## config.mk

```make
export PLATFORM = sky130hd
export DESIGN_NAME = seq_detector_param_flat
export DESIGN_NICKNAME = d
export VERILOG_FILES = /design/src/rtl/seq_detector_param_if.sv /design/src/rtl/seq_detector_param.sv /design/src/flat_wrapper.sv
export SDC_FILE = /design/constraint.sdc
export NUM_CORES = 1
export LEC_CHECK = 0
export CORE_MARGIN = 5
export CORE_UTILIZATION = 25
export CTS_CLUSTER_DIAMETER = 40
export DETAILED_ROUTE_END_ITERATION = 8
export SYNTH_ARGS = -nofsm -noshare
export SYNTH_HDL_FRONTEND = slang
export SYNTH_SLANG_ARGS = --single-unit
```

## constraint.sdc

```tcl
create_clock -name clk -period 3.45 [get_ports clk]
set_input_delay 0.5175 -clock clk [delete_from_list [all_inputs] [get_ports clk]]
set_output_delay 0.5175 -clock clk [all_outputs]
set_load 0.03 [all_outputs]
```

## src/rtl/seq_detector_param_if.sv

```systemverilog
// Bundle of the serial sample stream, configuration and match outputs of seq_detector_param.
// The master drives the stream and configuration; the slave (the detector) returns the match signals.
interface seq_detector_param_if #(
  parameter int PAT_W = 8,
  parameter int LEN_W = 4,
  parameter int CNT_W = 16
);
  // Handshake: en is a valid with no ready; the detector consumes x on every rising edge where
  // en=1 and cfg_load=0, so the producer must hold a bit only for the single cycle it is valid.
  logic             en;
  logic             x;
  logic             cfg_load;
  logic [PAT_W-1:0] pattern;
  logic [LEN_W-1:0] pat_len;
  logic             overlap_en;
  logic             cnt_clr;
  logic             z;
  logic             z_q;
  logic             armed;
  logic [CNT_W-1:0] match_cnt;

  modport master (
    output en, x, cfg_load, pattern, pat_len, overlap_en, cnt_clr,
    input  z, z_q, armed, match_cnt
  );

  modport slave (
    input  en, x, cfg_load, pattern, pat_len, overlap_en, cnt_clr,
    output z, z_q, armed, match_cnt
  );
endinterface

```

## src/rtl/seq_detector_param.sv

```systemverilog
// Runtime-programmable serial pattern detector: Mealy match z, registered z_q and a saturating
// match counter. The pattern's bit [len-1] is the oldest bit received, bit [0] the newest.
module seq_detector_param #(
  parameter int               PAT_W   = 8,
  parameter int               LEN_W   = 4,
  parameter int               CNT_W   = 16,
  parameter logic [PAT_W-1:0] DEF_PAT = PAT_W'(8'b0000_1010),
  parameter int               DEF_LEN = 4,
  parameter bit               DEF_OVL = 1'b0
) (
  input logic                clk,
  input logic                rst,
  seq_detector_param_if.slave bus
);
  localparam logic [LEN_W-1:0] MAX_LEN = LEN_W'(PAT_W);

  logic [PAT_W-1:0] cfg_pat;
  logic [LEN_W-1:0] cfg_len;
  logic             cfg_ovl;
  logic [PAT_W-2:0] hist;
  logic [LEN_W-1:0] bit_cnt;
  logic             z_q;
  logic [CNT_W-1:0] match_cnt;

  logic [LEN_W-1:0] eff_len;
  logic [LEN_W-1:0] len_m1;
  logic             len_nz;
  logic [PAT_W-1:0] cand;
  logic [PAT_W-1:0] mask;
  logic             hit;
  logic             armed;
  logic             z;

  // Only the low eff_len bits of the candidate window take part in the compare.
  always_comb begin
    eff_len = (cfg_len > MAX_LEN) ? MAX_LEN : cfg_len;
    len_nz  = (eff_len != '0);
    len_m1  = eff_len - LEN_W'(1);
    cand    = {hist, bus.x};
    mask    = '0;
    for (int i = 0; i < PAT_W; i++) begin
      mask[i] = (LEN_W'(i) < eff_len);
    end
    hit   = (((cand ^ cfg_pat) & mask) == '0);
    armed = len_nz && (bit_cnt >= len_m1);
    z     = bus.en && armed && hit && !bus.cfg_load && !rst;
  end

  always_ff @(posedge clk) begin
    if (rst) begin
      cfg_pat   <= DEF_PAT;
      cfg_len   <= LEN_W'(DEF_LEN);
      cfg_ovl   <= DEF_OVL;
      hist      <= '0;
      bit_cnt   <= '0;
      z_q       <= 1'b0;
      match_cnt <= '0;
    end else begin
      z_q <= z;

      if (bus.cnt_clr) begin
        match_cnt <= '0;
      end else if (z && (match_cnt != '1)) begin
        match_cnt <= match_cnt + CNT_W'(1);
      end

      if (bus.cfg_load) begin
        cfg_pat <= bus.pattern;
        cfg_len <= bus.pat_len;
        cfg_ovl <= bus.overlap_en;
        hist    <= '0;
        bit_cnt <= '0;
      end else if (bus.en) begin
        hist <= cand[PAT_W-2:0];
        // A non-overlapping match consumes the window, so the next one needs L fresh bits.
        if (z && !cfg_ovl) begin
          bit_cnt <= '0;
        end else if (len_nz && (bit_cnt < len_m1)) begin
          bit_cnt <= bit_cnt + LEN_W'(1);
        end
      end
    end
  end

  assign bus.z         = z;
  assign bus.z_q       = z_q;
  assign bus.armed     = armed;
  assign bus.match_cnt = match_cnt;
endmodule

```

## src/flat_wrapper.sv

```systemverilog
// flat-port wrapper written by rule: the top's interface ports become plain ports
module seq_detector_param_flat 
#(
  parameter int               PAT_W   = 8,
  parameter int               LEN_W   = 4,
  parameter int               CNT_W   = 16,
  parameter logic [PAT_W-1:0] DEF_PAT = PAT_W'(8'b0000_1010),
  parameter int               DEF_LEN = 4,
  parameter bit               DEF_OVL = 1'b0
)
  (clk, rst, bus_en, bus_x, bus_cfg_load, bus_pattern, bus_pat_len, bus_overlap_en, bus_cnt_clr, bus_z, bus_z_q, bus_armed, bus_match_cnt);
  seq_detector_param_if #(.PAT_W(PAT_W), .LEN_W(LEN_W), .CNT_W(CNT_W)) bus_i ();
  input logic clk;
  input logic rst;
  input wire logic [$bits(bus_i.en)-1:0] bus_en;
  input wire logic [$bits(bus_i.x)-1:0] bus_x;
  input wire logic [$bits(bus_i.cfg_load)-1:0] bus_cfg_load;
  input wire logic [$bits(bus_i.pattern)-1:0] bus_pattern;
  input wire logic [$bits(bus_i.pat_len)-1:0] bus_pat_len;
  input wire logic [$bits(bus_i.overlap_en)-1:0] bus_overlap_en;
  input wire logic [$bits(bus_i.cnt_clr)-1:0] bus_cnt_clr;
  output wire logic [$bits(bus_i.z)-1:0] bus_z;
  output wire logic [$bits(bus_i.z_q)-1:0] bus_z_q;
  output wire logic [$bits(bus_i.armed)-1:0] bus_armed;
  output wire logic [$bits(bus_i.match_cnt)-1:0] bus_match_cnt;
  assign bus_i.en = bus_en;
  assign bus_i.x = bus_x;
  assign bus_i.cfg_load = bus_cfg_load;
  assign bus_i.pattern = bus_pattern;
  assign bus_i.pat_len = bus_pat_len;
  assign bus_i.overlap_en = bus_overlap_en;
  assign bus_i.cnt_clr = bus_cnt_clr;
  assign bus_z = bus_i.z;
  assign bus_z_q = bus_i.z_q;
  assign bus_armed = bus_i.armed;
  assign bus_match_cnt = bus_i.match_cnt;
  seq_detector_param #(.PAT_W(PAT_W), .LEN_W(LEN_W), .CNT_W(CNT_W), .DEF_PAT(DEF_PAT), .DEF_LEN(DEF_LEN), .DEF_OVL(DEF_OVL)) u_core (.clk(clk), .rst(rst), .bus(bus_i));
endmodule
```

==> flow_summary.toml, run 1 <==
[status]
outcome = "finished clean"

[final_layout]
n_antenna_cell = 0
fillerInstances = 837
layout-area-overhead-vs-synth_pct = 27.5
multi_input_gate_area_in_the_final_layout_mm2 = 0.00114
num-nets-final = 294
final_area_mm2 = 0.00264
post_route_cells_drive_above_1_share_pct = 6.74
final-seq-area_um2 = 822
utilization_pct = 32.5

[drt]
route.vias.total = 1732
via_per_inst = 4.66
detail_route.wirelength_um = 4630
antenna_nets_post_route = 0
avgRoutedWirePerCell_um = 12.4
drt-initial-drc-count = 51
first_pass_iters = 6
remaining_drc_errors = 0

[power_and_ir_drop]
power_density_mw_per_mm2 = 379
ir_worst_vdd_v = 0.000214
power_leakage_nw = 0.957

[logic_synthesis]
yosysMostFrequentCell = "sky130_fd_sc_hd__dfxtp_1"
synth-async-reset-ratio_pct = 0
yosys_register_bits = 41
post_synthesis_cell_type_count = 42
synth_edf_count = 0
synth_common_cells = "sky130_fd_sc_hd__dfxtp_1, sky130_fd_sc_hd__nor2_1, sky130_fd_sc_hd__mux2i_1, sky130_fd_sc_hd__a21oi_1, sky130_fd_sc_hd__or3_1"
postSynthCellCount = 230
synthesis.area_mm2 = 0.00207
top_cells_by_area_synth = "sky130_fd_sc_hd__dfxtp_1, sky130_fd_sc_hd__mux2i_1, sky130_fd_sc_hd__ha_1"
synth-warning-count = 0
post_synth.cell_area_avg_um2 = 9.00
synth_area_leader_cell = "sky130_fd_sc_hd__dfxtp_1"
post-synth-top-area-fraction_pct = 39.6
syn-num-nets = 258
synth_seq_area_share_pct = 39.6
ys_dominant_reg_cell = "sky130_fd_sc_hd__dfxtp_1"

[global_routing]
globalRouteTotalUtil_pct = 9.58
grt_max_degree = 28
grt.met3_usage_pct = 2.15
global_route.usage.met1_pct = 12.5
met2_routing_resource_usage_after_global_routing_pct = 15.5
grt_pass1_wl_um = 7850
gr-total-overflow = 0
grt_busiest_layer = "met2"
grt_antenna_before_repair = 0
grt_pass1_vias = 1660

[critical_path]
crit_type = "reg -> out"
startpoint_type = "register"
critical_path_fanout_max = 10
worstSetupEndpointType = "primary output"
worstPathRequired_ns = 2.93
arrival_ns = 2.77

[floorplanning]
fp.dieArea_mm2 = 0.0102
num_io_pins = 38
floorplan.core_area_mm2 = 0.00813
dieWidth_um = 101
placement_rows = 33
die_height_um = 101
start_util_pct = 25.5

[placement]
placement.io_buffers = 37
hpwlAfterDp_um = 3510
place_area_mm2 = 0.00252
gp_congestion = 0.735

[timing]
setup_tns_ns = 0
slew_headroom_pct = 63.1
fin_skew_ns = 0.00946
finalSetupViolations = 0
rsz0062_at_grt = "no"
period_share_pct = 95.2
hold_violations = 0
timing_max_transition_violations_final = 0
timing_worst_slew_pin_value_ns = 0.549
achievable-frequency_ghz = 0.305
fin_crit_period_ns = 3.28

[clocking]
clock_transition_time_at_the_flip_flop_clock_pins_of_the_worst_setup_and_hold_paths_ns = 0.08
clock_latency_ns = 0.29
clock_tree.buffer_depth = 2
post_cts_buffers = 0
clock_sinks = 41
cts.htree.levels = 2
cts_inserted_buffers = 5
cts-resized-gates = 0
clock_tree_from_tritoncts = "yes"
holdBufCountCts = 0
clk_root_buffer_cell = "sky130_fd_sc_hd__clkbuf_8"

[worst_hold_path]
hp_class = "reg -> reg"

[job]
max-cap-violations = 0
==> flip-flops by register name, summed over array words and instances (netlist names) <==
register	cells
u_core.bit_cnt	4
u_core.cfg_pat	8
u_core.hist	7
u_core.bus.match_cnt	16
u_core.cfg_ovl	1
u_core.cfg_len	4
u_core.bus.z_q	1
==> worst paths after layout <==
kind                                                startpoint                               endpoint  slack, ns  cells after the start
worst max-delay path            u_core.cfg_len[3]$_SDFFE_PP0P_                              bus_armed       0.17                      8
worst min register to register     u_core.cfg_ovl$_SDFFE_PP0P_            u_core.cfg_ovl$_SDFFE_PP0P_       0.50                      2
worst min-delay path               u_core.cfg_ovl$_SDFFE_PP0P_            u_core.cfg_ovl$_SDFFE_PP0P_       0.50                      2
worst max register to register  u_core.cfg_len[3]$_SDFFE_PP0P_  u_core.bus.match_cnt[14]$_SDFFE_PP0P_       0.33                     10
==> critical path: stages, from the launching register on <==
cell and delay (ns):
sky130_fd_sc_hd__dfxtp_2 0.37, sky130_fd_sc_hd__nand2b_1 0.19, sky130_fd_sc_hd__ha_1 0.31, sky130_fd_sc_hd__ha_1 0.30, sky130_fd_sc_hd__nor2b_1 0.15, sky130_fd_sc_hd__o211ai_1 0.12
sky130_fd_sc_hd__a32o_1 0.28, sky130_fd_sc_hd__inv_1 0.09, sky130_fd_sc_hd__clkdlybuf4s50_1 0.67
==> layer usage <==
layer  part of all wire [%]  routed length (µm)  up-vias
li1                       -                   -      886
met4                    1.0                  48        0
met2                     48                2210       32
met3                    3.9                 180        6
met5                      0                   0        -
met1                     47                2190      808
==> cell type report <==
cell class | count | area share, %
clock buffers | 7 | 3.27
clock inverters | 1 | 1.14
inverters | 9 | 1.28
multi-input cells | 168 | 43.1
flip-flops and latches | 41 | 31.1
well taps | 105 | 4.98
repair buffers | 41 | 15.1
==> cell usage in the layout (no fill, tap or decap), drive strengths merged, types with 2 or more instances in the layout <==
cell and n:
a211o 3, a21oi 13, and3 2, buf 5
clkbuf 7, clkdlybuf4s50 36, dfxtp 41, ha 9
inv 9, mux2i 20, nand2 9, nand2b 2
nand3 7, nand4 4, nor2 30, nor2b 6
nor3 4, nor3b 2, nor4 3, o21a 2
o21ai 7, o31a 2, o31ai 2, or2 3
or3 10, or4 3, xnor2 9, xor2 4
==> power breakdown <==
part	switching (mW)	internal [mW]	total, mW	leakage [nW]
clock	0.165	0.236	0.401	0.0585
combinational	0.0498	0.0555	0.105	0.565
sequential	0.00975	0.484	0.494	0.334
total	0.224	0.775	0.999	0.957
==> logic make-up after synthesis <==
kind of cell / count (synthesis) / synth area share [%]
DFF: 41 / 39.6
and+or+nand+nor: 86 / 21.0
AOI/OAI and AO/OA: 40 / 13.4
buffers and inverters: 21 / 5.38
muxes: 20 / 9.67
xor gates and xnor gates: 13 / 5.50
adders and majority gates: 9 / 5.44
==> stage by stage <==
stage	hold WS (ns)	power, mW	instances	worst slack [ns]
floorplan	0.460	0.573	230	0.467
global placement	0.479	0.608	364	0.329
detailed placement	0.489	0.610	364	0.278
CTS	0.508	1.01	372	0.0703
global route	0.539	1.05	372	0.0437
finish	0.500	0.999	372	0.166
Power figures use the tool's default switching activity.
==> run 2, diff against run 1 <==
==> constraint.sdc (replaced) <==
create_clock -name clk -period 3.75 [get_ports clk]
set_input_delay 0.5625 -clock clk [delete_from_list [all_inputs] [get_ports clk]]
set_output_delay 0.5625 -clock clk [all_outputs]
set_load 0.03 [all_outputs]
==> run 2 against run 1 <==
Compared with the run above:
- worst setup slack improved by 0.20 ns
- combinational power decreased by 9%
- clock power decreased by 13%
- critical path depth increased by 2
- sequential share of layout area decreased by 0.062 points
- count of clock-buffer cells in the layout decreased by 1
- critical endpoint is now u_core.bus.match_cnt[15]$_SDFFE_PP0P_
- largest cell class unchanged
==> flow_summary.toml, run 2 (synthesized netlist as in run 1, its figures left out) <==
[global_routing]
globalRouteTotalUtil_pct = 9.47
grt_pass1_wl_um = 7770
grt_max_degree = 18
grt_pass1_vias = 1620
grt_antenna_before_repair = 0
gr-total-overflow = 0

[final_layout]
final-seq-area_um2 = 821
post_route_cells_drive_above_1_share_pct = 6.72
layout-area-overhead-vs-synth_pct = 27.6
multi_input_gate_area_in_the_final_layout_mm2 = 0.00114
most-common-layout-cells = "sky130_fd_sc_hd__dfxtp_1, sky130_fd_sc_hd__clkdlybuf4s50_1, sky130_fd_sc_hd__nor2_1"
layout.cells.most_common = "sky130_fd_sc_hd__dfxtp_1"
largest_register_ff_count = 16
num-nets-final = 295
n_antenna_cell = 0
final_cell_count_no_fill = 373
regMostFlops = "u_core.bus.match_cnt"
largest_registers = "u_core.bus.match_cnt (16), u_core.cfg_pat (8), u_core.hist (7)"
final_area_mm2 = 0.00264
fillerInstances = 848

[critical_path]
critical_path_fanout_max = 14
crit_type = "reg -> reg"
startpoint_type = "register"
rrSetupSlack_ns = 0.37
regToRegEndpoint = "u_core.bus.match_cnt[15]$_SDFFE_PP0P_"
arrival_ns = 3.55
worstSetupEndpointType = "register"
reg2regPathDepth = 10
r2r-start = "u_core.cfg_len[3]$_SDFFE_PP0P_"
worstPathRequired_ns = 3.92

[floorplanning]
placement_rows = 33
floorplan.core_area_mm2 = 0.00813
fp.dieArea_mm2 = 0.0102
dieWidth_um = 101
start_util_pct = 25.5
die_height_um = 101
num_io_pins = 38

[drt]
via_per_inst = 4.68
first_pass_iters = 5
route.vias.total = 1746
remaining_drc_errors = 0
avgRoutedWirePerCell_um = 12.3
antenna_nets_post_route = 0
detail_route.wirelength_um = 4590
drt-initial-drc-count = 86

[timing]
setup_tns_ns = 0
timing_max_transition_violations_final = 0
achievable-frequency_ghz = 0.296
fin_skew_ns = 0.00868
hold_violations = 0
final.setup.worst_slack_ns = 0.370
timing_worst_slew_pin_value_ns = 0.452
fin_crit_period_ns = 3.38
slew_headroom_pct = 69.6
rsz0062_at_grt = "no"
period_share_pct = 90.1
finalSetupViolations = 0

[power_and_ir_drop]
total_power_mw = 0.899
power_density_mw_per_mm2 = 341
power_leakage_nw = 0.959
ir_worst_vdd_v = 0.000175

[placement]
post-place-cells = 365
place_worst_setup_slack_ns = 0.401
hpwlAfterDp_um = 3630
place_area_mm2 = 0.00253
gp_congestion = 0.818
placement.io_buffers = 37

[clocking]
clock_sinks = 41
clk_root_buffer_cell = "sky130_fd_sc_hd__clkbuf_8"
clock_latency_ns = 0.29
clock_transition_time_at_the_flip_flop_clock_pins_of_the_worst_setup_and_hold_paths_ns = 0.08
cts_inserted_buffers = 5
post_cts_buffers = 0
clock_tree.buffer_depth = 2
clock_tree_from_tritoncts = "yes"
cts-resized-gates = 0
holdBufCountCts = 0
cts.htree.levels = 2

[worst_hold_path]
hp_class = "reg -> reg"
holdPathStages = 2
min_delay_worst_endpoint = "u_core.cfg_ovl$_SDFFE_PP0P_"
min-delay-start = "u_core.cfg_ovl$_SDFFE_PP0P_"

[status]
outcome = "finished clean"

[job]
max-cap-violations = 0
==> run 2: cell types whose count changed in the layout (fill, tap and decap cells not counted), sizes merged <==
cell    before  now
buf          5    6
clkbuf       7    6
clkinv       0    1
==> run 2: per-stage QoR <==
stage	hold WS (ns)	utilization, %
2_1_floorplan	0.460	-
3_3_place_gp	0.479	31.1
3_5_place_dp	0.489	31.1
4_1_cts	0.508	32.5
5_1_grt	0.542	32.5
6_report	0.498	32.5
==> run 2: how the worst max path moves through the flow <==
stage	from	to	slack, ns	cells after the start
global placement	u_core.cfg_len[3]$_SDFFE_PP0P_	u_core.bus.match_cnt[13]$_SDFFE_PP0P_	0.44	10
floorplan	u_core.cfg_len[3]$_SDFFE_PP0P_	bus_z	0.72	8
global route	u_core.cfg_len[3]$_SDFFE_PP0P_	u_core.bus.match_cnt[15]$_SDFFE_PP0P_	0.08	10
finish	u_core.cfg_len[3]$_SDFFE_PP0P_	u_core.bus.match_cnt[15]$_SDFFE_PP0P_	0.37	10
CTS	u_core.cfg_len[3]$_SDFFE_PP0P_	bus_armed	0.35	8
detailed placement	u_core.cfg_len[3]$_SDFFE_PP0P_	u_core.bus.match_cnt[15]$_SDFFE_PP0P_	0.40	10
==> run 2: power by group <==
part | internal [mW] | switching [mW]
Combinational | 0.0508 | 0.0445
Sequential | 0.445 | 0.00891
Clock | 0.200 | 0.150
==> run 2: worst max-delay path: stages, from the launching register on <==
cell and delay (ns):
sky130_fd_sc_hd__dfxtp_1 0.50, sky130_fd_sc_hd__nand2b_1 0.20, sky130_fd_sc_hd__ha_1 0.26, sky130_fd_sc_hd__xnor2_1 0.11
sky130_fd_sc_hd__ha_1 0.30, sky130_fd_sc_hd__nand4_1 0.10, sky130_fd_sc_hd__a32o_1 0.29, sky130_fd_sc_hd__or4_1 0.72
sky130_fd_sc_hd__buf_4 0.27, sky130_fd_sc_hd__o311ai_0 0.37, sky130_fd_sc_hd__o41ai_1 0.13
==> run 2: layer usage <==
metal  vias up  wire length [µm]  global-route usage (%)
li1        891                 -                       -
met1       808              2170                    12.4
met2        41              2170                    15.0
met3         6               186                    2.21
met4         0                61                    3.68
met5         -                 0                       0
==> run 2: area by class of cell <==
cell class                 count  area share [%]
sequential                    41            31.1
multi-input combinational    168            43.1
inverter                       9            1.28
timing repair buffer          42            15.3
clock buffer                   6            2.75
clock inverter                 2            1.47
tap                          105            4.97
==> run 3, diff against run 2 <==
--- a/config.mk
+++ b/config.mk
@@ -9,6 +9,7 @@
 export CORE_UTILIZATION = 25
 export CTS_CLUSTER_DIAMETER = 40
 export DETAILED_ROUTE_END_ITERATION = 8
+export GPL_ROUTABILITY_DRIVEN = 1
 export SYNTH_ARGS = -nofsm -noshare
 export SYNTH_HDL_FRONTEND = slang
 export SYNTH_SLANG_ARGS = --single-unit
==> results of run 3 <==
No change in the layout: final DEF, timing and power equal those of run 2.
